**src/rtl/dqs_eye_centering_ctrl.sv**
```systemverilog
`default_nettype none
// ============================================================================
// Module   : dqs_eye_centering_ctrl
// Purpose  : Read-DQS delay-line training sequencer for one DDR3 byte lane.
//            Sweeps the IOD RX delay tap upward from 0 and samples the
//            eye-monitor flags after each move to find the passing window.
//            It then walks the delay line back down and parks it at the
//            window centre.
// Ports    : FAB_CLK, RESET_N (sync, active-low), START (1-cycle request)
//            EYE_MONITOR_EARLY/LATE, DELAY_LINE_OUT_OF_RANGE  - IOD status
//            DELAY_LINE_LOAD/MOVE/DIRECTION, EYE_MONITOR_CLEAR_FLAGS - IOD ctl
//            BUSY, DONE, ERROR, LEFT_EDGE, RIGHT_EDGE, CENTER_TAP - status
// Revision : 1.0  initial release
// ============================================================================
module dqs_eye_centering_ctrl #(
  parameter int TAP_W         = 8,
  parameter int MAX_TAPS      = 255,
  parameter int SETTLE_CYCLES = 8,
  parameter int MIN_WINDOW    = 4
) (
  input  logic             FAB_CLK,
  input  logic             RESET_N,
  input  logic             START,
  input  logic             EYE_MONITOR_EARLY,
  input  logic             EYE_MONITOR_LATE,
  input  logic             DELAY_LINE_OUT_OF_RANGE,
  output logic             DELAY_LINE_LOAD,
  output logic             DELAY_LINE_MOVE,
  output logic             DELAY_LINE_DIRECTION,
  output logic             EYE_MONITOR_CLEAR_FLAGS,
  output logic             BUSY,
  output logic             DONE,
  output logic             ERROR,
  output logic [TAP_W-1:0] LEFT_EDGE,
  output logic [TAP_W-1:0] RIGHT_EDGE,
  output logic [TAP_W-1:0] CENTER_TAP
);

  localparam int                 CNT_W       = $clog2(SETTLE_CYCLES + 1);
  localparam logic [CNT_W-1:0]   SETTLE_LAST = CNT_W'(SETTLE_CYCLES - 1);
  localparam logic [TAP_W-1:0]   TAP_LIMIT   = TAP_W'(MAX_TAPS);
  localparam logic [TAP_W:0]     MIN_WIN     = (TAP_W+1)'(MIN_WINDOW);

  typedef enum logic [3:0] {
    S_IDLE   = 4'd0,
    S_LOAD   = 4'd1,
    S_CLEAR  = 4'd2,
    S_SETTLE = 4'd3,
    S_SAMPLE = 4'd4,
    S_STEP   = 4'd5,
    S_CENTER = 4'd6,
    S_FIN    = 4'd7,
    S_ERR    = 4'd8
  } state_t;

  state_t           state_q, state_d;
  logic [TAP_W-1:0] tap_q, tap_d;
  logic [CNT_W-1:0] settle_cnt_q, settle_cnt_d;
  logic             find_right_q, find_right_d;
  logic             load_q, load_d, move_q, move_d, dir_q, dir_d, clear_q, clear_d;
  logic             busy_q, busy_d, done_q, done_d, error_q, error_d;
  logic [TAP_W-1:0] left_q, left_d, right_q, right_d, center_q, center_d;

  // SAMPLE-state decision helpers
  logic             pass_w, limit_w, eval_w, go_step_w, go_err_w;
  logic [TAP_W-1:0] eval_left_w, eval_right_w, mid_w;
  logic [TAP_W:0]   sum_w, window_w;

  always_ff @(posedge FAB_CLK) begin
    if (!RESET_N) begin
      state_q      <= S_IDLE;
      tap_q        <= '0;
      settle_cnt_q <= '0;
      find_right_q <= 1'b0;
      load_q       <= 1'b0;
      move_q       <= 1'b0;
      dir_q        <= 1'b0;
      clear_q      <= 1'b0;
      busy_q       <= 1'b0;
      done_q       <= 1'b0;
      error_q      <= 1'b0;
      left_q       <= '0;
      right_q      <= '0;
      center_q     <= '0;
    end else begin
      state_q      <= state_d;
      tap_q        <= tap_d;
      settle_cnt_q <= settle_cnt_d;
      find_right_q <= find_right_d;
      load_q       <= load_d;
      move_q       <= move_d;
      dir_q        <= dir_d;
      clear_q      <= clear_d;
      busy_q       <= busy_d;
      done_q       <= done_d;
      error_q      <= error_d;
      left_q       <= left_d;
      right_q      <= right_d;
      center_q     <= center_d;
    end
  end

  always_comb begin
    state_d      = state_q;
    tap_d        = tap_q;
    settle_cnt_d = settle_cnt_q;
    find_right_d = find_right_q;
    load_d       = 1'b0;
    move_d       = 1'b0;
    clear_d      = 1'b0;
    dir_d        = dir_q;
    busy_d       = busy_q;
    done_d       = done_q;
    error_d      = error_q;
    left_d       = left_q;
    right_d      = right_q;
    center_d     = center_q;

    pass_w       = !EYE_MONITOR_EARLY && !EYE_MONITOR_LATE;
    limit_w      = (tap_q == TAP_LIMIT) || DELAY_LINE_OUT_OF_RANGE;
    eval_w       = 1'b0;
    go_step_w    = 1'b0;
    go_err_w     = 1'b0;
    eval_right_w = tap_q;
    // A window opened at this very sample has its left edge at the current tap.
    eval_left_w  = find_right_q ? left_q : tap_q;
    sum_w        = '0;
    window_w     = '0;
    mid_w        = '0;

    // Outputs are registered, so each pulse is raised on the edge entering its state.
    case (state_q)
      S_IDLE, S_FIN, S_ERR: begin
        if (START) begin
          state_d      = S_LOAD;
          busy_d       = 1'b1;
          done_d       = 1'b0;
          error_d      = 1'b0;
          left_d       = '0;
          right_d      = '0;
          center_d     = '0;
          find_right_d = 1'b0;
          load_d       = 1'b1;
          dir_d        = 1'b1;
          tap_d        = '0;
        end
      end
      S_LOAD: begin
        state_d = S_CLEAR;
        clear_d = 1'b1;
      end
      S_CLEAR: begin
        state_d      = S_SETTLE;
        settle_cnt_d = '0;
      end
      S_SETTLE: begin
        if (settle_cnt_q == SETTLE_LAST) begin
          state_d = S_SAMPLE;
        end else begin
          settle_cnt_d = settle_cnt_q + 1'b1;
        end
      end
      S_SAMPLE: begin
        if (!find_right_q) begin
          if (pass_w) begin
            left_d       = tap_q;
            find_right_d = 1'b1;
          end
          if (!limit_w)    go_step_w = 1'b1;
          else if (pass_w) eval_w    = 1'b1;   // window opens on the last tap
          else             go_err_w  = 1'b1;
        end else begin
          if (!pass_w) begin
            eval_w       = 1'b1;
            eval_right_w = tap_q - 1'b1;
          end else if (limit_w) begin
            eval_w       = 1'b1;
          end else begin
            go_step_w    = 1'b1;
          end
        end

        if (eval_w) begin
          right_d  = eval_right_w;
          sum_w    = {1'b0, eval_left_w} + {1'b0, eval_right_w};
          window_w = {1'b0, eval_right_w} - {1'b0, eval_left_w} + 1'b1;
          mid_w    = TAP_W'(sum_w >> 1);
          if (window_w < MIN_WIN) begin
            go_err_w = 1'b1;
          end else begin
            center_d = mid_w;
            dir_d    = 1'b0;          // MOVE is low here, so flipping is safe
            if (tap_q == mid_w) begin
              state_d = S_FIN;
              busy_d  = 1'b0;
              done_d  = 1'b1;
            end else begin
              state_d = S_CENTER;
            end
          end
        end

        if (go_step_w) begin
          state_d = S_STEP;
          move_d  = 1'b1;
          tap_d   = tap_q + 1'b1;
        end

        if (go_err_w) begin
          state_d  = S_ERR;
          busy_d   = 1'b0;
          error_d  = 1'b1;
          center_d = '0;
          load_d   = 1'b1;            // return the delay line to tap 0
          tap_d    = '0;
        end
      end
      S_STEP: begin
        state_d = S_CLEAR;
        clear_d = 1'b1;
      end
      S_CENTER: begin
        // Every MOVE cycle is followed by an idle cycle; the park check only
        // happens in idle cycles so the last pulse is always complete.
        if (!move_q) begin
          if (tap_q == center_q) begin
            state_d = S_FIN;
            busy_d  = 1'b0;
            done_d  = 1'b1;
          end else begin
            move_d = 1'b1;
            tap_d  = tap_q - 1'b1;
          end
        end
      end
      default: begin
        state_d = S_IDLE;
      end
    endcase
  end

  assign DELAY_LINE_LOAD         = load_q;
  assign DELAY_LINE_MOVE         = move_q;
  assign DELAY_LINE_DIRECTION    = dir_q;
  assign EYE_MONITOR_CLEAR_FLAGS = clear_q;
  assign BUSY                    = busy_q;
  assign DONE                    = done_q;
  assign ERROR                   = error_q;
  assign LEFT_EDGE               = left_q;
  assign RIGHT_EDGE              = right_q;
  assign CENTER_TAP              = center_q;

endmodule
`default_nettype wire

```
**config.mk**
```make
export PLATFORM = sky130hd
export DESIGN_NAME = dqs_eye_centering_ctrl
export DESIGN_NICKNAME = d
export VERILOG_FILES = /design/src/rtl/dqs_eye_centering_ctrl.sv
export SDC_FILE = /design/constraint.sdc
export NUM_CORES = 1
export LEC_CHECK = 0
export ABC_CLOCK_PERIOD_IN_PS = 14300
export CAP_MARGIN = 20
export CORE_MARGIN = 1
export CORE_UTILIZATION = 33
export DETAILED_ROUTE_END_ITERATION = 8
export SLEW_MARGIN = 20
export SYNTH_ARGS = -nofsm -noshare
export SYNTH_HDL_FRONTEND = slang
export SYNTH_SLANG_ARGS = --single-unit
```
**constraint.sdc**
```tcl
create_clock -name FAB_CLK -period 14.3 [get_ports FAB_CLK]
set_input_delay 4.29 -clock FAB_CLK [delete_from_list [all_inputs] [get_ports FAB_CLK]]
set_output_delay 4.29 -clock FAB_CLK [all_outputs]
set_load 0.05 [all_outputs]
```
Word-level counts from Yosys, hierarchy flattened
Cells that the tools add are included.

Register bits: 48. Input bits: 6. Output and inout bits: 31. Logic and storage cells: 149.

Add/sub/neg operators: 6. Order comparisons: 1. Equality and inequality tests: 30. Multiplexer cells: 77. Reductions and logical operators: 21.

Operators with widths (number): $mux 8 (15); $pmux 8 s2 (3); $mux 1 (40); $mux 4 (9); $ne 2x2->1 const B (12); $pmux 4 s6 (1); $pmux 8 s3 (1); $eq 4x3->1 const B (5); $eq 8x8->1 (2); $reduce_and 7->1 (2); $ne 3x3->1 const B (4); $reduce_and 4->1 (3); $pmux 1 s2 (5); $add 8x8->9 (1); $add 9x1->9 const B (1); $lt 9x3->1 const B (1); $sub 8x8->9 (1); $add 8x1->8 const B (1); $eq 4x2->1 const B (2); $eq 8x8->1 const B (1); $ne 4x4->1 const B (2); $pmux 4 s2 (1); $sub 8x1->8 const B (1); $pmux 1 s3 (2); 15 further kinds (19).

Longest topological paths before layout
Gate-level depths: netlist (run 1).

Word-level depth: 13. Gate-level depth with buffers: 20. Mapped depth without buffers: 17.

Worst setup path before layout (run 1)
No wires, ideal clock.

Kind: input -> register. Start point: in EYE_MONITOR_EARLY. End point: reg tap_q[3]. Library setup time: 0.127 ns. Data arrival time: 8.061 ns. Required time: 14.173 ns. Setup slack: 6.112 ns. Cell stages on the path: 18. Buffers on the path: 2. Cells stage by stage: o21ai_1 > nor2_1 > a21oi_1 > inv_1 > ha_1 > nand3b_1 > nor3b_1 > fa_1 > and3_1 > or3_4 > a2111oi_4 > o211ai_1 > or4_1 > buf_2 > a21o_1 > buf_6 > a211oi_1 > o21ai_0.

Word-level cells in the longest chain between the ends: 13. Elaborated cells on any way between the ends: 26. Those cells by class: 2 x add/sub; 1 x order compare; 1 x eq/ne; 19 x mux; 3 x reduce/logical.

RTL lines: start: declaration (line 24) `input logic EYE_MONITOR_EARLY,`; $logic_not 1->1 * (line 119) `pass_w = !EYE_MONITOR_EARLY && !EYE_MONITOR_LATE;`; $logic_and 1x1->1 * (line 119); $mux 8 (line 173) `if (!pass_w) begin`; $mux 8 (line 164) `if (!find_right_q) begin`; $mux 8 (line 132) `case (state_q)`; $sub 8x8->9 (line 186) `window_w = {1'b0, eval_right_w} - {1'b0, eval_left_w} + 1'b1;`; $add 9x1->9 (line 186); $lt 9x3->1 (line 188) `if (window_w < MIN_WIN) begin`; $mux 1 (line 188); $mux 1 (line 183) `if (eval_w) begin`; $mux 1 (line 132); $ne 3x3->1 (no line) / $mux 8 (equally long branches); $reduce_and 5->1 (no line) / $pmux 8 s3 (equally long branches); end signal: assignment (line 87) `tap_q <= tap_d;`; end: declaration (line 57) `logic [TAP_W-1:0] tap_q, tap_d;`.

Mark *: on every way between the ends. The rest lies on a longest branch, timed or not. The select of a mux whose other input is x is not followed. A chain may end at the register's enable or synchronous reset.

Worst setup path after layout (run 1)
Start point: in EYE_MONITOR_EARLY. End point: reg tap_q[4].

Same word-level chain as after synthesis.

==> results of run 1 <==
[logic make-up after synthesis]
family | Yosys count | share of synthesized area (%)
AOI/OAI and AO/OA | 128 | 25.2
muxes | 10 | 2.84
adders and majority gates | 26 | 9.41
and+or+nand+nor | 170 | 22.3
DFF | 48 | 26.6
buffers and inverters | 49 | 5.33
xor gates and xnor gates | 33 | 8.37
[power groups by stage]
stage	logic, mW	clock network [mW]	registers, mW
after global routing	0.264	0.0859	0.166
after floorplan	0.183	0	0.169
after CTS	0.237	0.0803	0.163
after detailed placement	0.236	0	0.166
after global placement	0.235	0	0.166
final	0.241	0.0790	0.163
[Yosys cell counts (3+ instances only)]
library cell	instances	share of area, %
nand2_1	51	5.3
dfxtp_1	48	27
nor2_1	44	4.6
a21oi_1	37	5.1
ha_1	24	8.3
nand3_1	23	3.2
clkbuf_1	22	2.3
inv_1	20	2.1
xor2_1	19	4.6
o21ai_0	15	2.1
xnor2_1	13	3.1
nor3_1	11	1.5
a211oi_1	10	2.1
o211ai_1	10	2.1
mux2i_1	8	2.2
o21a_1	7	1.5
a22oi_1	5	1.0
nand2b_1	5	0.86
nor4_1	5	0.86
a21o_1	4	0.83
a2bb2oi_1	4	0.97
and3_1	4	0.69
buf_1	4	0.41
nor2b_1	4	0.69
or2_2	4	0.69
and2_1	3	0.52
nand4_1	3	0.52
o31ai_1	3	0.62
or4_1	3	0.62
[how the worst max path moves through the flow]
stage / from / end / slack, ns / cells after the start
floorplan: EYE_MONITOR_EARLY / tap_q[3] / 6.11 / 18
global placement: EYE_MONITOR_EARLY / tap_q[4] / 5.23 / 15
detailed placement: EYE_MONITOR_EARLY / tap_q[4] / 5.07 / 15
CTS: EYE_MONITOR_EARLY / tap_q[4] / 5.38 / 15
global route: EYE_MONITOR_EARLY / tap_q[4] / 4.89 / 15
finish: EYE_MONITOR_EARLY / tap_q[4] / 5.30 / 15
[through the flow]
step | hold slack, ns | utilization (%) | std cells | setup slack (ns) | power (mW)
floorplan | 0.472 | - | 464 | 6.11 | 0.352
global route | 0.490 | 39.7 | 618 | 4.89 | 0.516
CTS | 0.462 | 39.4 | 617 | 5.38 | 0.480
detailed placement | 0.449 | 38.7 | 610 | 5.07 | 0.402
finish | 0.460 | 39.7 | 618 | 5.30 | 0.483
global placement | 0.444 | 38.7 | 610 | 5.23 | 0.400
[registers in the layout, summed over array words and instances (netlist names)]
register,count
state_q,4
LEFT_EDGE,8
DELAY_LINE_LOAD,1
DELAY_LINE_DIRECTION,1
CENTER_TAP,8
find_right_q,1
ERROR,1
RIGHT_EDGE,8
BUSY,1
tap_q,8
DELAY_LINE_MOVE,1
DONE,1
EYE_MONITOR_CLEAR_FLAGS,1
settle_cnt_q,4
[critical path, cell delays in order]
cell             delay, ns
clkdlybuf4s50_1       0.55
nor2_1                0.09
nor2b_1               0.42
nand2_1               0.13
xnor2_1               0.35
ha_1                  0.34
fa_1                  0.46
and3_1                0.17
or3_4                 0.37
a2111oi_4             0.34
o211ai_1              0.20
o41ai_2               0.66
a21oi_1               0.34
a211oi_1              0.37
o41ai_2               0.09
[area by class of cell]
type | count | area share [%]
clock inverters | 1 | 0.120
well taps | 136 | 4.10
flip-flops and latches | 48 | 23.1
clock buffers | 6 | 1.75
multi-input cells | 367 | 59.3
inverters | 21 | 1.90
repair buffers | 39 | 9.70
[per-layer routing]
metal | GRT usage, % | routed length (um)
met4 | 4.31 | 128
met2 | 29.2 | 4490
met3 | 3.95 | 698
met1 | 27.8 | 5230
met5 | 0 | 0
==> flow_metrics.tcl, run 1 <==
set metrics [dict create \
    die_w_um 107 \
    ioPinCount 37 \
    finalSetupViolations 0 \
    drt-total-wl_um 10500 \
    grt.total_usage_pct 19.3 \
    routabilityCongestion 0.954 \
    syn-cell-area_um2 3620 \
    detail-route-antenna-nets 0 \
    synth_edf_count 0 \
    pwr-share-seq_pct 33.7 \
    synth_cell_types 66 \
    seq_area_um2 961 \
    synthArstFlopShare_pct 0 \
    design.core.area_um2 10500 \
    swShare_pct 45.0 \
    layout.nets 514 \
    htreeDepth 2 \
    min-delay-start "ERROR" \
    fmax_mhz 111 \
    cts_hold_buf 0 \
    reg2reg_depth 17 \
    fin_crit_sh_pct 63.0 \
    dr.pass1.iters 5 \
    critPathCaptureType "flop" \
    synth_flop_cell "dfxtp_1" \
    via_per_inst 5.71 \
    r2r-start "tap_q[0]" \
    synth_cells 464 \
    hold_violations 0 \
    grt_pass1_wl_um 17400 \
    dp_hpwl_um 7930 \
    cts_resized 0 \
    rows 37 \
    startpoint_type "primary input" \
    start_util_pct 34.6 \
    wire_per_inst_um 17.1 \
    drt_iter0_drc 284 \
    hold_end "ERROR" \
    status "complete, no violations" \
    antenna_found_initial 0 \
    setup_tns_ns 0 \
    pwr-share-clk_pct 16.4 \
    dieArea_um2 11400 \
    layout_commonest_cell "nand2_1" \
    relSlewSlack_pct 32.4 \
    powerDensity_nw_per_um2 116 \
    critPathArrivalTime_ns 9.19 \
    finalClockSkew_ns 0.0151 \
    hp-class "flop to flop" \
    diodes 0 \
    num_vias 3528 \
    cts-root-buf "clkbuf_8" \
    power.ir.vdd_worst_uv 55.9 \
    n_fill_cell 1121 \
    port_buffers 36 \
    clk_latency_ns 0.31 \
    drc 0 \
    rsz0062_at_grt "false" \
    dieHeight_um 107 \
    cts_tree "yes" \
    cap_violations 0 \
    slew_violations 0 \
    worst_hold_path.num_cells 2 \
    first_global_vias 3302 \
    p_leak_nw 1.59 \
    cts.clk_slew.worst_paths_ns 0.09 \
    multi_input_area_um2 2460 \
    cp.required_ns 14.49 \
    cts_made_buffers 5 \
    area_growth_syn_to_layout_pct 14.8 \
    rrSetupSlack_ns 8.67 \
    synth-seq-area-share_pct 26.6 \
    yosys_warnings 0 \
    avgSynthCellArea_um2 7.80 \
    cts_setup_buffers 0 \
    grt_overflow 0 \
    layout_min_cycle_time_ns 9.00 \
    power.internal_mw 0.266 \
    p_sw_mw 0.217 \
    combPwrFrac_pct 49.9 \
    cts_sinks 48 \
    dpl-instance-area_um2 4050 \
    drive_above_1_share_pct 4.36 \
    grt_max_degree 37 \
    design_area_um2 4150 \
    synth-seq-cells 48 \
    crit_fanout 7 \
    r2r-end "tap_q[4]" \
    final_cell_mix "nand2_1, dfxtp_1, nor2_1" \
    worst_pin_slew_ns 1.00 \
    syn_nets 496 \
    clk_path_buf_depth 2 \
    crit_type "primary input to flop" \
]
No activity file was read; power rests on OpenSTA's default activity.
==> run 2, diff against run 1 <==
Settings changed: ABC_CLOCK_PERIOD_IN_PS 14300 to 9140.
Clock period 14.3 ns to 9.14 ns, I/O delays scaled along.
==> flow_metrics.tcl, run 2 (synthesis results as in run 1) <==
set metrics [dict create \
    status "complete, no violations" \
    n_fill_cell 1141 \
    cts-root-buf "clkbuf_8" \
    detail-route-antenna-nets 0 \
    swShare_pct 45.0 \
    layout_min_cycle_time_ns 7.48 \
    grt_overflow 0 \
    relSlewSlack_pct 27.8 \
    design.core.area_um2 10500 \
    grt_max_degree 37 \
    routabilityCongestion 0.954 \
    drt_iter0_drc 281 \
    place_worst_setup_slack_ns 1.45 \
    drc 0 \
    startpoint_type "primary input" \
    crit_type "primary input to flop" \
    dp_hpwl_um 8000 \
    die_w_um 107 \
    hold-worst-slack_ns 0.458 \
    crit_chain "clkdlybuf4s50_1, o21ai_1, nor2_1, a21oi_1, inv_1, ha_1, nand3b_1, nor3b_1, fa_1, and3_1, or3_4, a2111oi_4, o211ai_1, o41ai_2, a21oi_1, a211oi_1, o41ai_2" \
    power.ir.vdd_worst_uv 75.5 \
    cp.buffers_inverters 2 \
    cts_made_buffers 5 \
    via_per_inst 5.72 \
    fin_crit_sh_pct 81.8 \
    cts.clk_slew.worst_paths_ns 0.09 \
    crit_fanout 7 \
    critPathCaptureType "flop" \
    cp.required_ns 9.33 \
    finalSetupViolations 0 \
    power.internal_mw 0.416 \
    hold_violations 0 \
    htreeDepth 2 \
    p_sw_mw 0.340 \
    num_vias 3532 \
    ioPinCount 37 \
    cts_setup_buffers 0 \
    max_stage_delay_ns 0.65 \
    wire_per_inst_um 17.2 \
    worst_pin_slew_ns 1.08 \
    design_area_um2 4150 \
    grt_pass1_wl_um 17400 \
    powerDensity_nw_per_um2 182 \
    dpl-instance-area_um2 4050 \
    cts_resized 0 \
    first_global_vias 3336 \
    drt-total-wl_um 10600 \
    multi_input_area_um2 2460 \
    path_delay_family "compound AO/OA/AOI/OAI gates" \
    port_buffers 36 \
    pwr-share-seq_pct 33.7 \
    setup_ws_ns 1.66 \
    slew_violations 0 \
    diodes 0 \
    cts_tree "yes" \
    clk_path_buf_depth 2 \
    rows 37 \
    layout_commonest_cell "nand2_1" \
    p_leak_nw 1.59 \
    fmax_mhz 134 \
    cts_sinks 48 \
    cap_violations 0 \
    seq_area_um2 961 \
    setup_tns_ns 0 \
    fin_util_pct 39.7 \
    dr.pass1.iters 5 \
    clk_latency_ns 0.31 \
    combPwrFrac_pct 50.0 \
    slowest_stage "o41ai_2" \
    dieArea_um2 11400 \
    antenna_found_initial 0 \
    hp-class "flop to flop" \
    final_cell_mix "nand2_1, dfxtp_1, nor2_1" \
    pwr-share-clk_pct 16.2 \
    cts_hold_buf 0 \
    area_growth_syn_to_layout_pct 14.8 \
    layout.nets 514 \
    start_util_pct 34.6 \
    drive_above_1_share_pct 4.36 \
    dieHeight_um 107 \
    finalClockSkew_ns 0.0139 \
    critPathArrivalTime_ns 7.67 \
    grt.total_usage_pct 19.2 \
    rsz0062_at_grt "false" \
]
[run 2: cell types whose count changed in the layout (fill, tap and decap cells not counted), sizes merged]
cell	before	now
buf	3	2
clkbuf	6	7
[run 2: worst min-delay path, cell delays in order (launching register included)]
cell and delay [ns]:
dfxtp_1 0.32, nand2_1 0.05, a21oi_1 0.05
[run 2: final timing paths]
kind,start,end,slack [ns],cells past startpoint
max,EYE_MONITOR_EARLY,tap_q[4],1.66,17
min,ERROR,ERROR,0.46,2
max reg2reg,tap_q[0],tap_q[4],3.49,17
min reg2reg,ERROR,ERROR,0.46,2
[run 2: final cells by class]
cell class / instances / area share, %
repair buffers: 39 / 9.64
well taps: 136 / 4.10
inverters: 21 / 1.90
flip-flops and latches: 48 / 23.1
clock inverters: 1 / 0.121
multi-input cells: 367 / 59.3
clock buffers: 6 / 1.75
[run 2: power by group through the flow]
| stage | registers, mW | logic (mW) | clock network (mW) |
|---|---|---|---|
| after floorplan | 0.264 | 0.286 | 0 |
| after global placement | 0.259 | 0.367 | 0 |
| after detailed placement | 0.259 | 0.371 | 0 |
| after CTS | 0.254 | 0.373 | 0.126 |
| after global routing | 0.259 | 0.414 | 0.135 |
| final | 0.255 | 0.378 | 0.122 |
[run 2: through the flow]
stage,instances,power [mW]
6_report,618,0.755
5_1_grt,618,0.807
4_1_cts,617,0.753
3_5_place_dp,610,0.631
3_3_place_gp,610,0.626
2_1_floorplan,464,0.550
[run 2: layer usage]
| layer | global-route usage [%] | vias to the layer above | routed length (um) |
|---|---|---|---|
| met5 | 0 | - | 0 |
| met4 | 4.50 | 0 | 133 |
| met3 | 2.92 | 21 | 787 |
| met2 | 29.8 | 167 | 4650 |
| met1 | 27.7 | 1637 | 5080 |
| li1 | - | 1707 | - |
==> variant 1: new RTL, flow settings as in run 1 <==
Encoding of `state_t`: now one-hot (9 bits for 9 states).
--- a/src/rtl/dqs_eye_centering_ctrl.sv
+++ b/src/rtl/dqs_eye_centering_ctrl.sv
@@ -41,16 +41,16 @@
   localparam logic [TAP_W-1:0]   TAP_LIMIT   = TAP_W'(MAX_TAPS);
   localparam logic [TAP_W:0]     MIN_WIN     = (TAP_W+1)'(MIN_WINDOW);
 
-  typedef enum logic [3:0] {
-    S_IDLE   = 4'd0,
-    S_LOAD   = 4'd1,
-    S_CLEAR  = 4'd2,
-    S_SETTLE = 4'd3,
-    S_SAMPLE = 4'd4,
-    S_STEP   = 4'd5,
-    S_CENTER = 4'd6,
-    S_FIN    = 4'd7,
-    S_ERR    = 4'd8
+  typedef enum logic [8:0] {
+    S_IDLE   = 9'b000000001,
+    S_LOAD   = 9'b000000010,
+    S_CLEAR  = 9'b000000100,
+    S_SETTLE = 9'b000001000,
+    S_SAMPLE = 9'b000010000,
+    S_STEP   = 9'b000100000,
+    S_CENTER = 9'b001000000,
+    S_FIN    = 9'b010000000,
+    S_ERR    = 9'b100000000
   } state_t;
 
   state_t           state_q, state_d;
Check against the original RTL: same outputs for any inputs over 10 cycles, from zero or initial values and one cycle with RESET_N low; not proved beyond that.
==> variant 1 against run 1 <==
  * The run now ends with design-rule violations left
  * Count of clock-buffer cells in the layout shrank 1
  * Synthesized area is 8.4% higher
  * Total power fell by 10%
  * Sequential cell count up 5
  * Highest routed layer unchanged
  * Final cell count is 9.2% higher
  * Worst setup slack improved by 0.16 ns
  * Critical path depth grew 2
  * Final area increased by 8.9%
  * Wire length up 5.5%
  * Clock power grew 58%
==> variant 1: results (changes against run 1) <==
[global_route]
use_met3_pct = 2.624  ; -1.3 points
grt_pass1_wl_um = 18640  ; +6.8%
grt_use_met2_pct = 30.23  ; +1.1 points
grt_max_degree = 52  ; +41%
globalRouteMet1Util_pct = 26.30  ; -1.5 points
gr-usage-all-layers_pct = 18.89  ; -0.37 points
first_global_vias = 3555  ; +7.7%

[yosys]
syn-num-nets = 541  ; +9.1%
ys_warn_count = 0  ; unchanged
synth_mux_area_share_pct = 1.659  ; -1.2 points
synthCells = 510  ; +9.9%
synth_xor_area_share_pct = 7.594  ; -0.78 points
ys_top_cells_by_area = dfxtp_1 (27%), ha_1 (7.3%), nand2_1 (4.9%), a21oi_1 (4.9%), o21ai_0 (4.2%)
synth-adder-area-share_pct = 8.360  ; -1.0 points
synth-seq-area-share_pct = 27.06  ; +0.49 points
synth_common_cells = dfxtp_1 (53), nand2_1 (51), nor2_1 (42)
synth-compound-area-share_pct = 23.45  ; -1.7 points
ys_types = 63  ; -4.5%

[placement]
io_buffers = 36  ; unchanged
hpwl_um = 8176  ; +3.1%
placed_area_sq_mm = 0.004378  ; +8.1%
gp_congestion = 0.9195  ; -3.6%
dp_cells = 667  ; +9.3%

[clock_tree]
post_cts_buffers = 0  ; unchanged
root_buffer = clkbuf_16
clk_pin_slew_worst_paths_ns = 0.07  ; -0.02 ns
cts_resized = 0  ; unchanged

[routing]
drt-pass1-iter-count = 7  ; +2
drtIter0Drc = 418  ; +47%
totalWireLength_um = 11120  ; +5.5%
drc = 6  ; +6
vias = 3738  ; +6.0%

[timing]
clock_skew_ns = 0.009137  ; -0.005978 ns
slew_headroom_pct = 34.06  ; +1.7 points

[critical_path]
crit_path_max_fanout = 20  ; +13
cp_slowest_cell = clkdlybuf4s50_1
crit_path_max_incr_delay_ns = 0.54  ; -0.12 ns
crit_arrival_ns = 9.04  ; -0.15 ns

[power]
max-vdd-ir-drop_v = 0.00004873  ; -13%
p_leak_nw = 1.618  ; +1.9%

[cells_and_area]
fin_cells = 675  ; +9.2%
nets = 562  ; +9.3%
drive_above_1_share_pct = 5.639  ; +1.3 points

[run_status]
violations = design-rule violations
status = finished with violations

==> variant 1: changes by cell type after synthesis, moves of 6 or more <==
cell	run 1	this run
a21boi_0	1	21
mux2i_1	8	2
nor2b_1	4	20
a211oi_1	10	3
o21ai_0	15	33
nor3_1	11	17
==> variant 1: where the power goes <==
part | switching [W] | internal [W]
clock | 0.0000592 | 0.0000654
sequential | 0.00000763 | 0.000153
combinational | 0.0000950 | 0.0000532
total | 0.000162 | 0.000272
==> variant 1: worst paths after layout <==
check | start | end | slack (ns)
setup reg to reg | tap_q[0]$_SDFFE_PN0P_ | tap_q[3]$_SDFFE_PN0P_ | 9.04
setup / recovery | EYE_MONITOR_LATE | tap_q[3]$_SDFFE_PN0P_ | 5.46
hold reg to reg | ERROR$_SDFFE_PN0P_ | ERROR$_SDFFE_PN0P_ | 0.49
hold / removal | ERROR$_SDFFE_PN0P_ | ERROR$_SDFFE_PN0P_ | 0.49
==> variant 1: logic make-up after synthesis <==
group | after synthesis
simple gates | 207
compound gates | 139
flops | 53
buf+inv | 46
xor+xnor | 34
fa+ha+maj | 25
mux | 6
==> variant 1: metrics by stage <==
step	setup WS [ns]	util [%]
finish	5.457	39.29
global route	5.135	39.29
CTS	5.547	39.29
detailed placement	5.240	38.02
global placement	5.442	38.02
floorplan	6.403	-
==> variant 1: area by class of cell <==
class                   instances  area (sq um)
inverters                      22         82.58
repair buffers                 38         375.4
well taps                     143         178.9
clock buffers                   5         125.1
multi-input cells             411          2680
flip-flops and latches         53          1061
fillers                      1174          6992
clock inverters                 3         21.27
==> variant 1: worst min-delay path, stage by stage, from the launching register on <==
cell and delay, ns:
dfxtp_1 0.32, nand2_1 0.05, a21boi_0 0.07
==> variant 1: routing by layer <==
layer | vias up | wire (um)
met5 | - | 0
met2 | 138 | 4855
met3 | 13 | 761
met4 | 0 | 184
met1 | 1742 | 5321
li1 | 1845 | -
==> variant 2: new RTL, flow settings as in run 1 <==
Made on the original files. `SETTLE_CYCLES`: 8 -> 4.
--- a/src/rtl/dqs_eye_centering_ctrl.sv
+++ b/src/rtl/dqs_eye_centering_ctrl.sv
@@ -15,7 +15,7 @@
 module dqs_eye_centering_ctrl #(
   parameter int TAP_W         = 8,
   parameter int MAX_TAPS      = 255,
-  parameter int SETTLE_CYCLES = 8,
+  parameter int SETTLE_CYCLES = 4,
   parameter int MIN_WINDOW    = 4
 ) (
   input  logic             FAB_CLK,
Check against the original RTL: not equivalent (Yosys sat finds a counterexample within 10 cycles, from zero or initial values and one cycle with RESET_N low).
==> variant 2 against run 1 <==
  * Final area is 0.63% lower
  * Wire length down 4.9%
  * Synthesized cell count down 1.5%
  * Worst setup slack gained 0.16 ns
  * Critical endpoint is now tap_q[0]$_SDFFE_PN0P_
  * Sequential cell count is 1 lower
  * Synthesized area increased by 0.10%
  * Critical path depth down 1
  * Total power down 15%
  * Critical path type unchanged
  * First-iteration DRC count down 37%
==> variant 2: results (changes against run 1) <==
[timing]
tightest_slew_ns = 0.9907  ; -0.01405 ns
clock_skew_ns = 0.005530  ; -0.009585 ns

[routing]
totalWireLength_um = 10030  ; -4.9%
drt-pass1-iter-count = 5  ; unchanged
drt-vias-per-instance = 5.487  ; -3.9%
drtIter0Drc = 179  ; -37%

[yosys]
ys_types = 71  ; +7.6%
synth-compound-area-share_pct = 26.81  ; +1.6 points
synth-adder-area-share_pct = 9.744  ; +0.34 points
synth_common_cells = nor2_1 (60), dfxtp_1 (47), nand2_1 (35)
synth_mux_area_share_pct = 1.728  ; -1.1 points
synth-seq-area-share_pct = 25.98  ; -0.58 points
synth_xor_area_share_pct = 8.155  ; -0.22 points
synth_ff_type = dfxtp_1
ys_top_cells_by_area = dfxtp_1 (26%), ha_1 (8.6%), nor2_1 (6.2%), a21oi_1 (4.7%), xnor2_1 (4.6%)
async_flop_share_pct = 0  ; unchanged
ys_warn_count = 0  ; unchanged
syn-num-nets = 490  ; -1.2%

[global_route]
first_global_vias = 3368  ; +2.0%
use_met3_pct = 2.371  ; -1.6 points
grt_pass1_wl_um = 16840  ; -3.5%
grt_max_degree = 23  ; -38%
grt_antenna_before_repair = 0  ; unchanged
gr-usage-all-layers_pct = 18.53  ; -0.73 points
grt_use_met2_pct = 30.14  ; +0.97 points
globalRouteMet1Util_pct = 25.49  ; -2.4 points

[clock_tree]
clk_pin_slew_worst_paths_ns = 0.09  ; about the same
numCtsBuffers = 5  ; unchanged
post_cts_buffers = 0  ; unchanged
clk_latency_ns = 0.30
cts.path.max_buffers = 2  ; unchanged
cts_resized = 0  ; unchanged
htree_num_levels = 2  ; unchanged
root_buffer = clkbuf_8

[run_status]
status = finished clean

[cells_and_area]
drive_above_1_share_pct = 7.143  ; +2.8 points
nets = 508  ; -1.2%
fillerInstances = 1127  ; +0.54%
diodes = 0  ; unchanged

[power]
p_leak_nw = 1.629  ; +2.5%
max-vdd-ir-drop_v = 0.00009729  ; +74%
p_sw_w = 0.0001743  ; -20%

[placement]
placed_area_sq_mm = 0.004040  ; -0.22%
hpwl_um = 7449  ; -6.0%
gp_congestion = 0.8814  ; -7.6%
place_ws_ns = 5.207  ; +0.1357 ns
io_buffers = 36  ; unchanged

[critical_path]
crit_arrival_ns = 9.05  ; -0.14 ns
crit_path_max_incr_delay_ns = 0.69  ; +0.03 ns
cp_slowest_cell = a221oi_2
crit_path_max_fanout = 10  ; +3

[worst_hold_path]
hp-class = register to register

[variant 2: area by class of cell]
type                            count  area, sq um  share of cell area, %
Clock buffer                        5        68.82                  1.667
Clock inverter                      3        18.77                 0.4547
Inverter                           32        120.1                  2.910
Multi-Input combinational cell    351         2434                  58.96
Sequential cell                    47        940.9                  22.79
Tap cell                          136        170.2                  4.122
Timing Repair Buffer               38        375.4                  9.094
[variant 2: worst paths after layout]
path | start | to | slack [ns] | cells after the start
setup / recovery | EYE_MONITOR_EARLY | tap_q[0]$_SDFFE_PN0P_ | 5.46 | 14
hold / removal | ERROR$_SDFFE_PN0P_ | ERROR$_SDFFE_PN0P_ | 0.47 | 2
setup reg to reg | find_right_q$_SDFFE_PN0P_ | tap_q[0]$_SDFFE_PN0P_ | 9.31 | 14
hold reg to reg | ERROR$_SDFFE_PN0P_ | ERROR$_SDFFE_PN0P_ | 0.47 | 2
[variant 2: critical path: cells and delay by family]
family	cells	cell delay [ns]
adder cells (fa/ha/maj)	2	0.89
AO/OA/AOI/OAI	7	2.67
buffers and inverters	1	0.47
AND/OR/NAND/NOR	4	0.71
[variant 2: metrics by stage]
stage / hold slack [ns] / power (W) / util [%] / std cells
after floorplan: 0.5005 / 0.0002873 / - / 457
after global placement: 0.4533 / 0.0003286 / 38.62 / 604
after detailed placement: 0.4596 / 0.0003297 / 38.62 / 604
after CTS: 0.4762 / 0.0004146 / 39.45 / 612
after global routing: 0.5195 / 0.0004378 / 39.45 / 612
final: 0.4749 / 0.0004129 / 39.45 / 612
[variant 2: kinds of logic after synthesis]
group	count (synthesis)
AO/OA/AOI/OAI	130
XOR/XNOR	32
adder cells (fa/ha/maj)	27
buffers and inverters	59
flip-flops	47
multiplexers	6
AND/OR/NAND/NOR	156
[variant 2: power by group through the flow]
stage	Clock, W	Sequential [W]	Combinational [W]
2_1_floorplan	0	0.000162	0.000125
3_3_place_gp	0	0.000159	0.000170
3_5_place_dp	0	0.000159	0.000171
4_1_cts	0.0000862	0.000156	0.000173
5_1_grt	0.0000912	0.000158	0.000189
6_report	0.0000833	0.000156	0.000174
[variant 2: per-layer routing]
layer,part of all wire [%],wire length (um)
met5,0,0
met2,45,4492
met4,1.8,176
met1,49,4882
met3,4.8,478
